--- config.mk ---
export PLATFORM = sky130hd
export DESIGN_NAME = spi_deserializer_flat
export DESIGN_NICKNAME = d
export VERILOG_FILES = /design/src/rtl/fifo_defines_pkg.sv /design/src/rtl/spi_deserializer_if.sv /design/src/rtl/spi_rx_sync.sv /design/src/rtl/spi_deserializer.sv /design/src/flat_wrapper.sv
export SDC_FILE = /design/constraint.sdc
export NUM_CORES = 1
export LEC_CHECK = 0
export BUFFER_PORTS_ARGS = -buffer_cell sky130_fd_sc_hd__buf_2
export CORE_MARGIN = 10
export CORE_UTILIZATION = 42
export CTS_CLUSTER_SIZE = 20
export DETAILED_ROUTE_END_ITERATION = 10
export HOLD_SLACK_MARGIN = 0.08
export SYNTH_ARGS = -nofsm -noshare
export SYNTH_HDL_FRONTEND = slang
export SYNTH_SLANG_ARGS = --single-unit
export TNS_END_PERCENT = 20
--- constraint.sdc ---
create_clock -name clk -period 4.1 [get_ports clk]
set_input_delay 0.82 -clock clk [delete_from_list [all_inputs] [get_ports clk]]
set_output_delay 0.82 -clock clk [all_outputs]
set_load 0.01 [all_outputs]
--- src/rtl/fifo_defines_pkg.sv ---
// Shared definitions for the SPI/FIFO datapath.
//   DATA_WIDTH         : serial word width in bits
//   BIT_COUNTER_WIDTH  : bits needed to count positions inside a word
//   RX_TIMEOUT_CYCLES  : default clk cycles allowed between sclk rises in a word
//   rx_state_t         : receive-side FSM state encoding
package fifo_defines_pkg;

    localparam int DATA_WIDTH        = 8;
    localparam int BIT_COUNTER_WIDTH = $clog2(DATA_WIDTH);
    localparam int RX_TIMEOUT_CYCLES = 64;

    typedef enum logic [1:0] {
        IDLE  = 2'd0,
        SHIFT = 2'd1,
        STORE = 2'd2
    } rx_state_t;

endpackage

--- src/rtl/spi_deserializer_if.sv ---
// Signal bundle between the serial link / RX FIFO side and the deserializer.
//   sclk, mosi    : serial clock and data from the serializer
//   full, clr_err : RX FIFO full flag and sticky-error clear
//   write_en, write_data : FIFO write strobe and word
//   rx_busy, overflow, frame_err : status
// master = link/FIFO side, slave = deserializer.
interface spi_deserializer_if #(
    parameter int DATA_WIDTH = fifo_defines_pkg::DATA_WIDTH
);
    logic                  sclk;
    logic                  mosi;
    logic                  full;
    logic                  clr_err;
    logic                  write_en;
    logic [DATA_WIDTH-1:0] write_data;
    logic                  rx_busy;
    logic                  overflow;
    logic                  frame_err;

    modport master (
        output sclk, mosi, full, clr_err,
        input  write_en, write_data, rx_busy, overflow, frame_err
    );

    modport slave (
        input  sclk, mosi, full, clr_err,
        output write_en, write_data, rx_busy, overflow, frame_err
    );
endinterface

--- src/rtl/spi_rx_sync.sv ---
// Synchronizer and rising-edge detector for the serial inputs.
//   clk, rst  : system clock, async active-low reset
//   sclk, mosi: asynchronous serial pins
//   sclk_rise : one-cycle pulse per synchronized sclk rising edge
//   mosi_s    : synchronized mosi, aligned with sclk_rise
module spi_rx_sync #(
    parameter int SYNC_STAGES = 2
) (
    input  logic clk,
    input  logic rst,
    input  logic sclk,
    input  logic mosi,
    output logic sclk_rise,
    output logic mosi_s
);

    logic [SYNC_STAGES-1:0] sclk_sync;
    logic [SYNC_STAGES-1:0] mosi_sync;
    logic                   sclk_prev;

    // Edge detect and mosi share one extra register stage so the data bit
    // presented with sclk_rise is the one sampled with that edge.
    always_ff @(posedge clk or negedge rst) begin
        if (!rst) begin
            sclk_sync <= '0;
            mosi_sync <= '0;
            sclk_prev <= 1'b0;
            sclk_rise <= 1'b0;
            mosi_s    <= 1'b0;
        end else begin
            sclk_sync <= {sclk_sync[SYNC_STAGES-2:0], sclk};
            mosi_sync <= {mosi_sync[SYNC_STAGES-2:0], mosi};
            sclk_prev <= sclk_sync[SYNC_STAGES-1];
            sclk_rise <= sclk_sync[SYNC_STAGES-1] & ~sclk_prev;
            mosi_s    <= mosi_sync[SYNC_STAGES-1];
        end
    end

endmodule

--- src/rtl/spi_deserializer.sv ---
// SPI receive deserializer: assembles MSB-first words from sclk/mosi and
// writes them into the RX FIFO, flagging overflow and frame timeouts.
//   clk, rst : system clock, async active-low reset
//   bus      : spi_deserializer_if.slave (serial inputs, FIFO write, status)
module spi_deserializer
    import fifo_defines_pkg::*;
#(
    parameter int DATA_WIDTH     = fifo_defines_pkg::DATA_WIDTH,
    parameter int SYNC_STAGES    = 2,
    parameter int TIMEOUT_CYCLES = fifo_defines_pkg::RX_TIMEOUT_CYCLES
) (
    input  logic               clk,
    input  logic               rst,
    spi_deserializer_if.slave  bus
);

    // Widen the bit counter if DATA_WIDTH is overridden beyond the package default.
    localparam int CNT_W = ((DATA_WIDTH > (1 << BIT_COUNTER_WIDTH)) ?
                            $clog2(DATA_WIDTH) : BIT_COUNTER_WIDTH) + 1;
    localparam int TO_W  = $clog2(TIMEOUT_CYCLES);
    localparam logic [CNT_W-1:0] BIT_LOAD = CNT_W'((DATA_WIDTH > 1) ? DATA_WIDTH - 2 : 0);
    localparam logic [TO_W-1:0]  TO_MAX   = TO_W'(TIMEOUT_CYCLES - 1);
    localparam rx_state_t        FIRST_NEXT = (DATA_WIDTH == 1) ? STORE : SHIFT;

    rx_state_t             state;
    logic [DATA_WIDTH-1:0] shift_reg;
    logic [DATA_WIDTH-1:0] last_data;
    logic [CNT_W-1:0]      bit_cnt;
    logic [TO_W-1:0]       to_cnt;
    logic                  rx_busy_q;
    logic                  overflow_q;
    logic                  frame_err_q;
    logic                  sclk_rise;
    logic                  mosi_s;
    logic                  timeout_hit;
    logic                  store_write;

    spi_rx_sync #(.SYNC_STAGES(SYNC_STAGES)) u_sync (
        .clk       (clk),
        .rst       (rst),
        .sclk      (bus.sclk),
        .mosi      (bus.mosi),
        .sclk_rise (sclk_rise),
        .mosi_s    (mosi_s)
    );

    assign timeout_hit = (state == SHIFT) && !sclk_rise && (to_cnt == TO_MAX);
    // full is only looked at while in STORE, so the strobe is qualified here.
    assign store_write = (state == STORE) && !bus.full;

    always_ff @(posedge clk or negedge rst) begin
        if (!rst) begin
            state       <= IDLE;
            shift_reg   <= '0;
            last_data   <= '0;
            bit_cnt     <= '0;
            to_cnt      <= '0;
            rx_busy_q   <= 1'b0;
            overflow_q  <= 1'b0;
            frame_err_q <= 1'b0;
        end else begin
            if (store_write) last_data <= shift_reg;
            // Set has priority over clear.
            overflow_q  <= ((state == STORE) && bus.full) | (overflow_q & ~bus.clr_err);
            frame_err_q <= timeout_hit | (frame_err_q & ~bus.clr_err);

            case (state)
                IDLE, STORE: begin
                    to_cnt <= '0;
                    if (sclk_rise) begin
                        shift_reg <= DATA_WIDTH'(mosi_s);
                        bit_cnt   <= BIT_LOAD;
                        state     <= FIRST_NEXT;
                        rx_busy_q <= 1'b1;
                    end else begin
                        state     <= IDLE;
                        rx_busy_q <= 1'b0;
                    end
                end
                SHIFT: begin
                    if (sclk_rise) begin
                        shift_reg <= DATA_WIDTH'({shift_reg, mosi_s});
                        to_cnt    <= '0;
                        if (bit_cnt == '0) state <= STORE;
                        else bit_cnt <= bit_cnt - 1'b1;
                    end else if (timeout_hit) begin
                        shift_reg <= '0;
                        to_cnt    <= '0;
                        state     <= IDLE;
                        rx_busy_q <= 1'b0;
                    end else if (to_cnt != TO_MAX) begin
                        to_cnt <= to_cnt + 1'b1;
                    end
                end
                default: begin
                    state     <= IDLE;
                    rx_busy_q <= 1'b0;
                end
            endcase
        end
    end

    assign bus.write_en   = store_write;
    assign bus.write_data = store_write ? shift_reg : last_data;
    assign bus.rx_busy    = rx_busy_q;
    assign bus.overflow   = overflow_q;
    assign bus.frame_err  = frame_err_q;

endmodule

--- src/flat_wrapper.sv ---
// flat-port wrapper written by rule: the top's interface ports become plain ports
module spi_deserializer_flat import fifo_defines_pkg::*;
#(
    parameter int DATA_WIDTH     = fifo_defines_pkg::DATA_WIDTH,
    parameter int SYNC_STAGES    = 2,
    parameter int TIMEOUT_CYCLES = fifo_defines_pkg::RX_TIMEOUT_CYCLES
)
  (clk, rst, bus_sclk, bus_mosi, bus_full, bus_clr_err, bus_write_en, bus_write_data, bus_rx_busy, bus_overflow, bus_frame_err);
  spi_deserializer_if #(.DATA_WIDTH(DATA_WIDTH)) bus_i ();
  input  logic clk;
  input  logic rst;
  input wire logic [$bits(bus_i.sclk)-1:0] bus_sclk;
  input wire logic [$bits(bus_i.mosi)-1:0] bus_mosi;
  input wire logic [$bits(bus_i.full)-1:0] bus_full;
  input wire logic [$bits(bus_i.clr_err)-1:0] bus_clr_err;
  output wire logic [$bits(bus_i.write_en)-1:0] bus_write_en;
  output wire logic [$bits(bus_i.write_data)-1:0] bus_write_data;
  output wire logic [$bits(bus_i.rx_busy)-1:0] bus_rx_busy;
  output wire logic [$bits(bus_i.overflow)-1:0] bus_overflow;
  output wire logic [$bits(bus_i.frame_err)-1:0] bus_frame_err;
  assign bus_i.sclk = bus_sclk;
  assign bus_i.mosi = bus_mosi;
  assign bus_i.full = bus_full;
  assign bus_i.clr_err = bus_clr_err;
  assign bus_write_en = bus_i.write_en;
  assign bus_write_data = bus_i.write_data;
  assign bus_rx_busy = bus_i.rx_busy;
  assign bus_overflow = bus_i.overflow;
  assign bus_frame_err = bus_i.frame_err;
  spi_deserializer #(.DATA_WIDTH(DATA_WIDTH), .SYNC_STAGES(SYNC_STAGES), .TIMEOUT_CYCLES(TIMEOUT_CYCLES)) u_core (.clk(clk), .rst(rst), .bus(bus_i));
endmodule
==> impl_results.md, run 1 <==
* Critical path fanouts, max at 19
* Clock transition at path regs at 0.07 ns
* Antenna cells at 0
* Hold Path Class: flip-flop to flip-flop
* Site row count at 22
* Data arrival, critical path at 1.94 ns
* Power per cell area at 499 nW/um^2
* Final clock skew at 0.00787 ns
* Top post-synthesis cells by count: dfrtp_1, a22oi_1, mux2_2, nand2_1
* Reg2Reg Depth at 3
* CTS tree: yes
* Area of the multi-input gates at 601 um^2
* Slew @ Worst Pin at 0.822 ns
* Maximum capacitance violations at 0
* Crit path time final at 2.76 ns
* Final setup viols at 0
* Peak Freq at 362 MHz
* Clock root buffer: clkbuf_8
* Drt drc at 0
* Period utilisation layout at 67.4%
* CP Capture Type: output pin
* Max VDD drop at 0.234 mV
* Routed WL per cell at 14.7 um
* Hold-fix buffers, CTS at 0
* DRT Wirelength at 2940 um
* Syn-to-layout area delta at 12.5%
* Post-synth EDFFs at 0
* Dominant synthesized flop cell: dfrtp_1
* Number of synthesized register bits at 38
* Clock sink count at 38
* Ys async rst share at 100%
* Worst path required time at 3.28 ns
* Cell count after synthesis at 134
* Vias post-DR at 1102
* Nets at 161
* Worst setup SP type: flip-flop
* Hpwl dp at 2010 um
* Mean Syn Cell Area at 12.1 um^2
* GR Util met2 at 13.8%
* Cell Area, Synth at 1620 um^2
* GP Congestion at 0.823
* First-pass GRT wire length at 4890 um
* Post-CTS Setup Bufs at 0
* Initial antenna violation count at 0
* Status: finished clean
* GR peak layer: met2
* FF/Latch Area at 951 um^2
* Clock buffer depth at 2
* Post-CTS sizing at 0
* Skew-Pair Late Insertion Delay at 0.29 ns
* Setup tns final at 0 ns
* Top cell type's share of synthesized area at 58.9%
* Area of the die at 6730 um^2
* Syn nets at 142
* Warnings from Yosys at 0
* Ports at 18
* Remaining Overflow, GRT at 0
* DRT antenna net count at 0
* Max-slew violations at 0
* M1 GR Usage at 11.4%
* H-tree levels at 2
* M3 GR Usage at 4.69%
* Pwr Total at 906 uW
* Layout cells sized above 1 at 22.4%
* Slew headroom at 45.2%
* Post-synth top area cell: dfrtp_1
* Vias in the first global route at 1056
* Synth area leaders: dfrtp_1, mux2_2, o2bb2ai_1
* Worst Path Class, Setup: flip-flop to output pin
* Yosys cell types at 36
* Largest net degree at the start of global routing at 39
* Vias/cell at 5.51
* Static leakage at 0.000821 uW
* Sequential area share after synthesis at 58.9%
* IO Port Bufs at 17
* First-pass DRT Iterations at 4
* Hold path depth at 0
* Initial DRC count at 57
* RSZ-0062 raised after global routing: no
* Most common cell in the netlist: dfrtp_1
* Number of fill cells at 346
* Die Width at 82.0 um
* Final Hold Fails at 0
* Chip height at 82.0 um
* Placeable core area at 3690 um^2
* Cts bufs inserted at 5
* Starting Density at 43.8%
* Global-route usage over all layers at 9.57%
-- logic make-up after synthesis --
kind of cell | share of synthesized area, %
flip-flops | 58.9
AO/OA/AOI/OAI | 16.3
AND/OR/NAND/NOR | 12.0
buffers and inverters | 3.95
multiplexers | 6.20
XOR/XNOR | 1.08
adder cells (fa/ha/maj) | 1.55
-- placed cells by master, fill, tap and decap left out, drive strengths merged, types with 5 or more instances in the layout --
cell type and n:
dfrtp 38, buf 18, mux2 8, nand2 8
a22oi 8, inv 7, o2bb2ai 7, o21ai 7
clkbuf 6, nand3 5
-- through the flow --
stage,utilization [%],cell area [um^2],instances,hold WS (ns),setup slack [ns]
5_1_grt,49.3,1820,200,0.372,1.22
3_5_place_dp,47.0,1730,194,0.340,1.45
2_1_floorplan,-,1620,134,0.331,1.69
4_1_cts,49.3,1820,200,0.349,1.33
6_report,49.3,1820,200,0.345,1.34
3_3_place_gp,47.0,1730,194,0.334,1.48
-- path summary, 6_finish.rpt --
kind | startpoint | to | slack [ns]
max reg2reg | u_core.state[1] | u_core.to_cnt[5] | 2.35
min | u_core.u_sync.mosi_sync[1] | u_core.u_sync.mosi_s | 0.35
min in group asynchronous | rst | u_core.bus.frame_err | 0.62
min reg2reg | u_core.u_sync.mosi_sync[1] | u_core.u_sync.mosi_s | 0.35
max | u_core.state[1] | bus_write_data[0] | 1.34
max in group asynchronous | rst | u_core.u_sync.mosi_sync[0] | 2.95
-- final cells by class --
cell class                 instances  share of cell area [%]
multi-input combinational         82                    33.1
tap                               48                    3.31
clock buffer                       6                    4.55
inverter                           8                    1.65
sequential                        38                    52.3
timing repair buffer              18                    5.10
-- metal layers --
| layer | vias up | routed length (um) |
|---|---|---|
| met5 | - | 0 |
| met2 | 21 | 1300 |
| met3 | 8 | 213 |
| li1 | 527 | - |
| met1 | 546 | 1380 |
| met4 | 0 | 57 |
-- critical path, cell delays in order, from the launching register on --
cell and delay [ns]:
dfrtp_1 0.69, nor3b_1 0.25, buf_4 0.21, mux2_2 0.36, buf_2 0.14
-- power by group --
group	switching, uW	internal (uW)	total (uW)
Sequential	58.9	433	492
Clock	117	129	247
Combinational	91.3	75.5	167
(Power assumes the default switching activity.)
==> run 2: changes to the inputs <==
- clock period: 4.1 -> 2.65 ns (I/O delays scaled with it)
==> run 2 against run 1 <==
Effect of this change:
- sequential cell count is the same
- via count shrank 1.4%
- non-clock buffer count grew 1
- combinational power grew 57%
- first-iteration DRC count grew 77%
- setup slack lost 0.93 ns
- count of clock-buffer cells in the layout grew 1
- routed wire length grew 1.5%
- critical path type unchanged
- critical endpoint is now bus_write_data[1]
- highest routed layer unchanged
==> impl_results.md, run 2 (synthesis gave the netlist of run 1 again) <==
* Status: finished clean
* Comb pwr share at 18.5% (about the same)
* Final setup viols at 0 (unchanged)
* Largest net degree at the start of global routing at 39 (unchanged)
* Antenna cells at 0 (unchanged)
* Starting Density at 43.8% (unchanged)
* Ports at 18 (unchanged)
* M3 GR Usage at 4.15% (-0.55 points)
* DRT antenna net count at 0 (unchanged)
* Peak Freq at 445 MHz
* First-pass DRT Iterations at 4 (unchanged)
* Clock buffer depth at 2 (unchanged)
* Nets at 162 (+0.62%)
* Remaining Overflow, GRT at 0 (unchanged)
* Hpwl dp at 2040 um (+1.5%)
* CTS tree: yes
* CP max-delay cell: dfrtp_1
* Data arrival, critical path at 1.72 ns (-0.22 ns)
* Sw Share at 30.0% (+0.40 points)
* Global-route usage over all layers at 10.2% (+0.66 points)
* Drt drc at 0 (unchanged)
* Max-slew violations at 0 (unchanged)
* Post-route insts no fill at 203 (+1.5%)
* Sequential fraction of design power at 53.4% (-0.9 points)
* Cell Chain, Critical Path: nor3b_1, buf_4, mux2_2, buf_2
* Clock root buffer: clkbuf_8
* Initial antenna violation count at 0 (unchanged)
* Cts bufs inserted at 5 (unchanged)
* Reg2reg start: u_core.state[1]
* Power per cell area at 776 nW/um^2 (+56%)
* Final worst slack at 0.405 ns (-0.934 ns)
* Final clock skew at 0.00822 ns (+0.000351 ns)
* Initial DRC count at 101 (+77%)
* Clock transition at path regs at 0.07 ns (about the same)
* Design area at 1830 um^2 (+0.90%)
* M1 GR Usage at 12.9% (+1.5 points)
* Worst setup SP type: flip-flop
* H-tree levels at 2 (unchanged)
* Skew-Pair Late Insertion Delay at 0.29 ns (about the same)
* Final Util at 49.7% (+0.44 points)
* Routed WL per cell at 14.7 um (about the same)
* Placeable core area at 3690 um^2 (unchanged)
* Number of fill cells at 365 (+5.5%)
* Maximum capacitance violations at 0 (unchanged)
* Most common cell after layout, fill and taps aside: dfrtp_1
* Internal cell power at 996 uW (+56%)
* Top delay family on crit path: flip-flops
* Area of the die at 6730 um^2 (unchanged)
* Syn-to-layout area delta at 13.5%
* Chip height at 82.0 um (unchanged)
* Worst Path Class, Setup: flip-flop to output pin
* Slew headroom at 44.3% (-0.93 points)
* Crit path time final at 2.25 ns
* Vias post-DR at 1087 (-1.4%)
* Critical Path Max Stage Delay at 0.48 ns (-0.21 ns)
* Vias/cell at 5.35 (-2.8%)
* GR peak layer: met2
* Clock power frac at 28.1% (+0.8 points)
* Reg2Reg Depth at 4 (+1)
* CP bufs+invs at 2 (unchanged)
* Period utilisation layout at 84.7%
* Die Width at 82.0 um (unchanged)
* Clock sink count at 38 (unchanged)
* Critical path fanouts, max at 11 (-8)
* CP Capture Type: output pin
* Vias in the first global route at 1137 (+7.7%)
* Hold Path Class: input pin to async pin
* Worst slack at placement at 0.592 ns (-0.860 ns)
* Final Hold Fails at 0 (unchanged)
* Site row count at 22 (unchanged)
* Crit Reg-Reg Endpoint: u_core.to_cnt[5]
* Placed cell areas at 1740 um^2 (+0.43%)
* First-pass GRT wire length at 5390 um (+10%)
* R2R setup slack at 0.97 ns (-1.38 ns)
* GP Congestion at 0.850 (+3.2%)
* Switch Pwr at 426 uW (+59%)
* IO Port Bufs at 17 (unchanged)
* Worst path required time at 2.12 ns (-1.16 ns)
* Placed cell count at 195 (+0.52%)
* Static leakage at 0.000832 uW (+1.3%)
* GR Util met2 at 15.0% (+1.3 points)
* Most frequent cells in the layout: dfrtp_1, buf_2, mux2_2, nand2_1, a22oi_1
* Post-CTS sizing at 0 (unchanged)
* Setup tns final at 0 ns (unchanged)
* Max VDD drop at 0.393 mV (+68%)
* Layout cells sized above 1 at 23.2% (+0.86 points)
* RSZ-0062 raised after global routing: no
* Slew @ Worst Pin at 0.836 ns (+0.0139 ns)
* DRT Wirelength at 2990 um (+1.5%)
* Hold-fix buffers, CTS at 0 (unchanged)
* Post-CTS Setup Bufs at 0 (unchanged)
[run 2: per-stage QoR]
step                      power (uW)  hold WS (ns)
after floorplan                  952         0.234
after global placement          1020         0.335
after detailed placement        1030         0.338
after CTS                       1440         0.339
after global routing            1530         0.339
final                           1420         0.340
[run 2: metal layers]
metal	routed length [um]	vias to the layer above
met2	1350	26
met5	0	-
met4	39	0
met3	190	5
li1	-	527
met1	1410	529
[run 2: worst max path at each step]
stage / start / endpoint / slack (ns) / depth (start not counted)
floorplan: bus_full / bus_write_data[0] / 0.82 / 3
global placement: bus_full / bus_write_data[3] / 0.62 / 5
detailed placement: bus_full / bus_write_data[1] / 0.59 / 5
CTS: u_core.state[0] / bus_write_data[1] / 0.39 / 4
global route: u_core.state[0] / bus_write_data[1] / 0.27 / 4
finish: u_core.state[0] / bus_write_data[1] / 0.40 / 4
[run 2: layout make-up]
| type | instances | area [um^2] | area share, % |
|---|---|---|---|
| repair buffers | 19 | 100 | 5.46 |
| well taps | 48 | 60.1 | 3.28 |
| clock buffers | 7 | 86.3 | 4.71 |
| clock inverters | 1 | 5.00 | 0.273 |
| inverters | 8 | 30.0 | 1.64 |
| flip-flops and latches | 38 | 951 | 51.9 |
| multi-input cells | 82 | 601 | 32.8 |
[run 2: power by group through the flow]
stage	Sequential (uW)	Combinational, uW	Clock (uW)
final	760	263	400
after detailed placement	770	264	0
after floorplan	741	211	0
after global routing	777	310	439
after global placement	766	255	0
after CTS	759	267	417
==> run 3: changes to the inputs <==
- clock period: 2.65 -> 2 ns (I/O delays scaled with it)
==> run 3 against run 2 <==
Effect of this change:
- sequential cell count unchanged
- largest power group unchanged
- power up 46%
- count of clock-buffer cells in the layout down 1
- routed wire length up 4.0%
==> impl_results.md, run 3 (synthesis gave the netlist of run 1 again) <==
* Drt drc at 0 (unchanged)
* Cts bufs inserted at 5 (unchanged)
* IO Port Bufs at 17 (unchanged)
* Max VDD drop at 0.484 mV (+23%)
* Clock transition at path regs at 0.07 ns (about the same)
* Max-slew violations at 0 (unchanged)
* Peak Freq at 500 MHz
* Layout cells sized above 1 at 27.2% (+3.9 points)
* Clock root buffer: clkbuf_8
* GP Congestion at 0.836 (-1.7%)
* DR top layer: met4
* Critical Path Max Stage Delay at 0.41 ns (-0.07 ns)
* Global-route usage over all layers at 9.74% (-0.50 points)
* Worst path required time at 1.60 ns (-0.52 ns)
* RSZ-0062 raised after global routing: yes
* Period utilisation layout at 99.9%
* Placeable core area at 3690 um^2 (unchanged)
* Skew-Pair Late Insertion Delay at 0.28 ns (about the same)
* Clock buffer depth at 2 (unchanged)
* Area of the die at 6730 um^2 (unchanged)
* Hold Path Class: input pin to flip-flop
* Vias/cell at 5.37 (+0.22%)
* Worst slack at placement at 0.210 ns (-0.382 ns)
* Worst setup SP type: flip-flop
* Vias post-DR at 1127 (+3.7%)
* Met1 WL at 1440 um (+2.1%)
* Met2 wire len at 1370 um (+1.5%)
* Status: finished clean
* DRT Wirelength at 3110 um (+4.0%)
* Most common cell after layout, fill and taps aside: dfrtp_1
* Starting Density at 43.8% (unchanged)
* Site row count at 22 (unchanged)
* Initial DRC count at 105 (+4.0%)
* Initial antenna violation count at 0 (unchanged)
* Hpwl dp at 2030 um (-0.68%)
* Clock sink count at 38 (unchanged)
* DRT antenna net count at 0 (unchanged)
* Syn-to-layout area delta at 24.9%
* Ports at 18 (unchanged)
* Most frequent CP cell: buf_6
* Largest net degree at the start of global routing at 39 (unchanged)
* Worst Path Class, Setup: flip-flop to output pin
* First-pass DRT Iterations at 4 (unchanged)
* Power per cell area at 1030 nW/um^2 (+32%)
* Final Hold Fails at 0 (unchanged)
* Most frequent cells in the layout: dfrtp_1, buf_6, buf_2
* H-tree levels at 2 (unchanged)
* CP max-delay cell: dfrtp_1
* WL met3 at 262 um (+38%)
* CP Capture Type: output pin
* Chip height at 82.0 um (unchanged)
* Number of fill cells at 334 (-8.5%)
* CTS tree: yes
* Nets at 170 (+4.9%)
* Setup tns final at 0 ns (unchanged)
* Static leakage at 0.000902 uW (+8.5%)
* Pwr Total at 2070 uW (+46%)
* First-pass GRT wire length at 5150 um (-4.3%)
* Die Width at 82.0 um (unchanged)
* Remaining Overflow, GRT at 0 (unchanged)
* Vias in the first global route at 1129 (-0.70%)
* Final setup viols at 0 (unchanged)
* Antenna cells at 0 (unchanged)
* Critical path fanouts, max at 4 (-7)
* Hold WS at 0.220 ns (-0.120 ns)
* Slew @ Worst Pin at 0.566 ns (-0.269 ns)
* Final Util at 54.7% (+5.0 points)
* Cell Chain, Critical Path: nor3b_4, buf_6, mux2_2, buf_6
* Final worst slack at 0.00125 ns (-0.404 ns)
* Slew headroom at 62.2% (+18 points)
* Final clock skew at 0.00345 ns (-0.00477 ns)
* Data arrival, critical path at 1.60 ns (-0.12 ns)
* Routed WL per cell at 14.8 um (+0.49%)
* Crit path time final at 2.00 ns
* Maximum capacitance violations at 0 (unchanged)
run 3: cell count changes in the layout (fill, tap and decap cells not counted), moves of 4 or more:
cell    change
buf_2       -8
mux2_2      -5
buf_6      +10
buf_4       +4
mux2_4      +5
run 3: per-layer routing:
metal	track usage, %	vias to the layer above
met5	0	-
met2	14.0	31
li1	-	550
met4	4.08	0
met1	12.2	542
met3	4.59	4
run 3: metrics by stage:
step | cell area, um^2 | std cells
finish | 2020 | 210
global route | 2020 | 210
CTS | 1910 | 208
detailed placement | 1780 | 199
global placement | 1780 | 199
floorplan | 1620 | 134
run 3: report_power, final:
part / internal [uW] / switching [uW]
clock: 399 / 246
combinational: 211 / 220
sequential: 888 / 107
total: 1500 / 573
run 3: path summary, 6_finish.rpt:
| kind | start | to | slack (ns) | cells past startpoint |
|---|---|---|---|---|
| setup / recovery | u_core.state[0] | bus_write_data[7] | 0.001 | 4 |
| hold / removal | bus_sclk | u_core.u_sync.sclk_sync[0] | 0.22 | 1 |
| setup reg to reg | u_core.state[1] | u_core.to_cnt[5] | 0.21 | 5 |
| hold reg to reg | u_core.u_sync.mosi_sync[0] | u_core.u_sync.mosi_sync[1] | 0.35 | 0 |
| max in group asynchronous | rst | u_core.u_sync.sclk_prev | 1.21 | 3 |
| min in group asynchronous | rst | u_core.to_cnt[3] | 0.61 | 3 |
run 3: repair_timing:
item                                    CTS  global route
endpoints found under the setup margin    8             8
hold buffers                              1             0
hold endpoints to repair                 29             0
gates cloned                              0             1
pin swaps                                 0             1
gates resized for setup                   0            21
buffers inserted                          1             1
run 3: final cells by class:
| type | count | area (um^2) | area share, % |
|---|---|---|---|
| tap | 48 | 60.1 | 2.98 |
| inverter | 8 | 30.0 | 1.49 |
| timing repair buffer | 27 | 233 | 11.5 |
| clock buffer | 6 | 82.6 | 4.09 |
| clock inverter | 1 | 30.0 | 1.49 |
| multi-input combinational | 82 | 631 | 31.3 |
| sequential | 38 | 951 | 47.1 |
run 3: critical path, delay by kind of cell, from the launching register on:
family | cells | cell delay, ns
mux | 1 | 0.35
simple gates | 1 | 0.27
flops | 1 | 0.41
buf+inv | 2 | 0.28
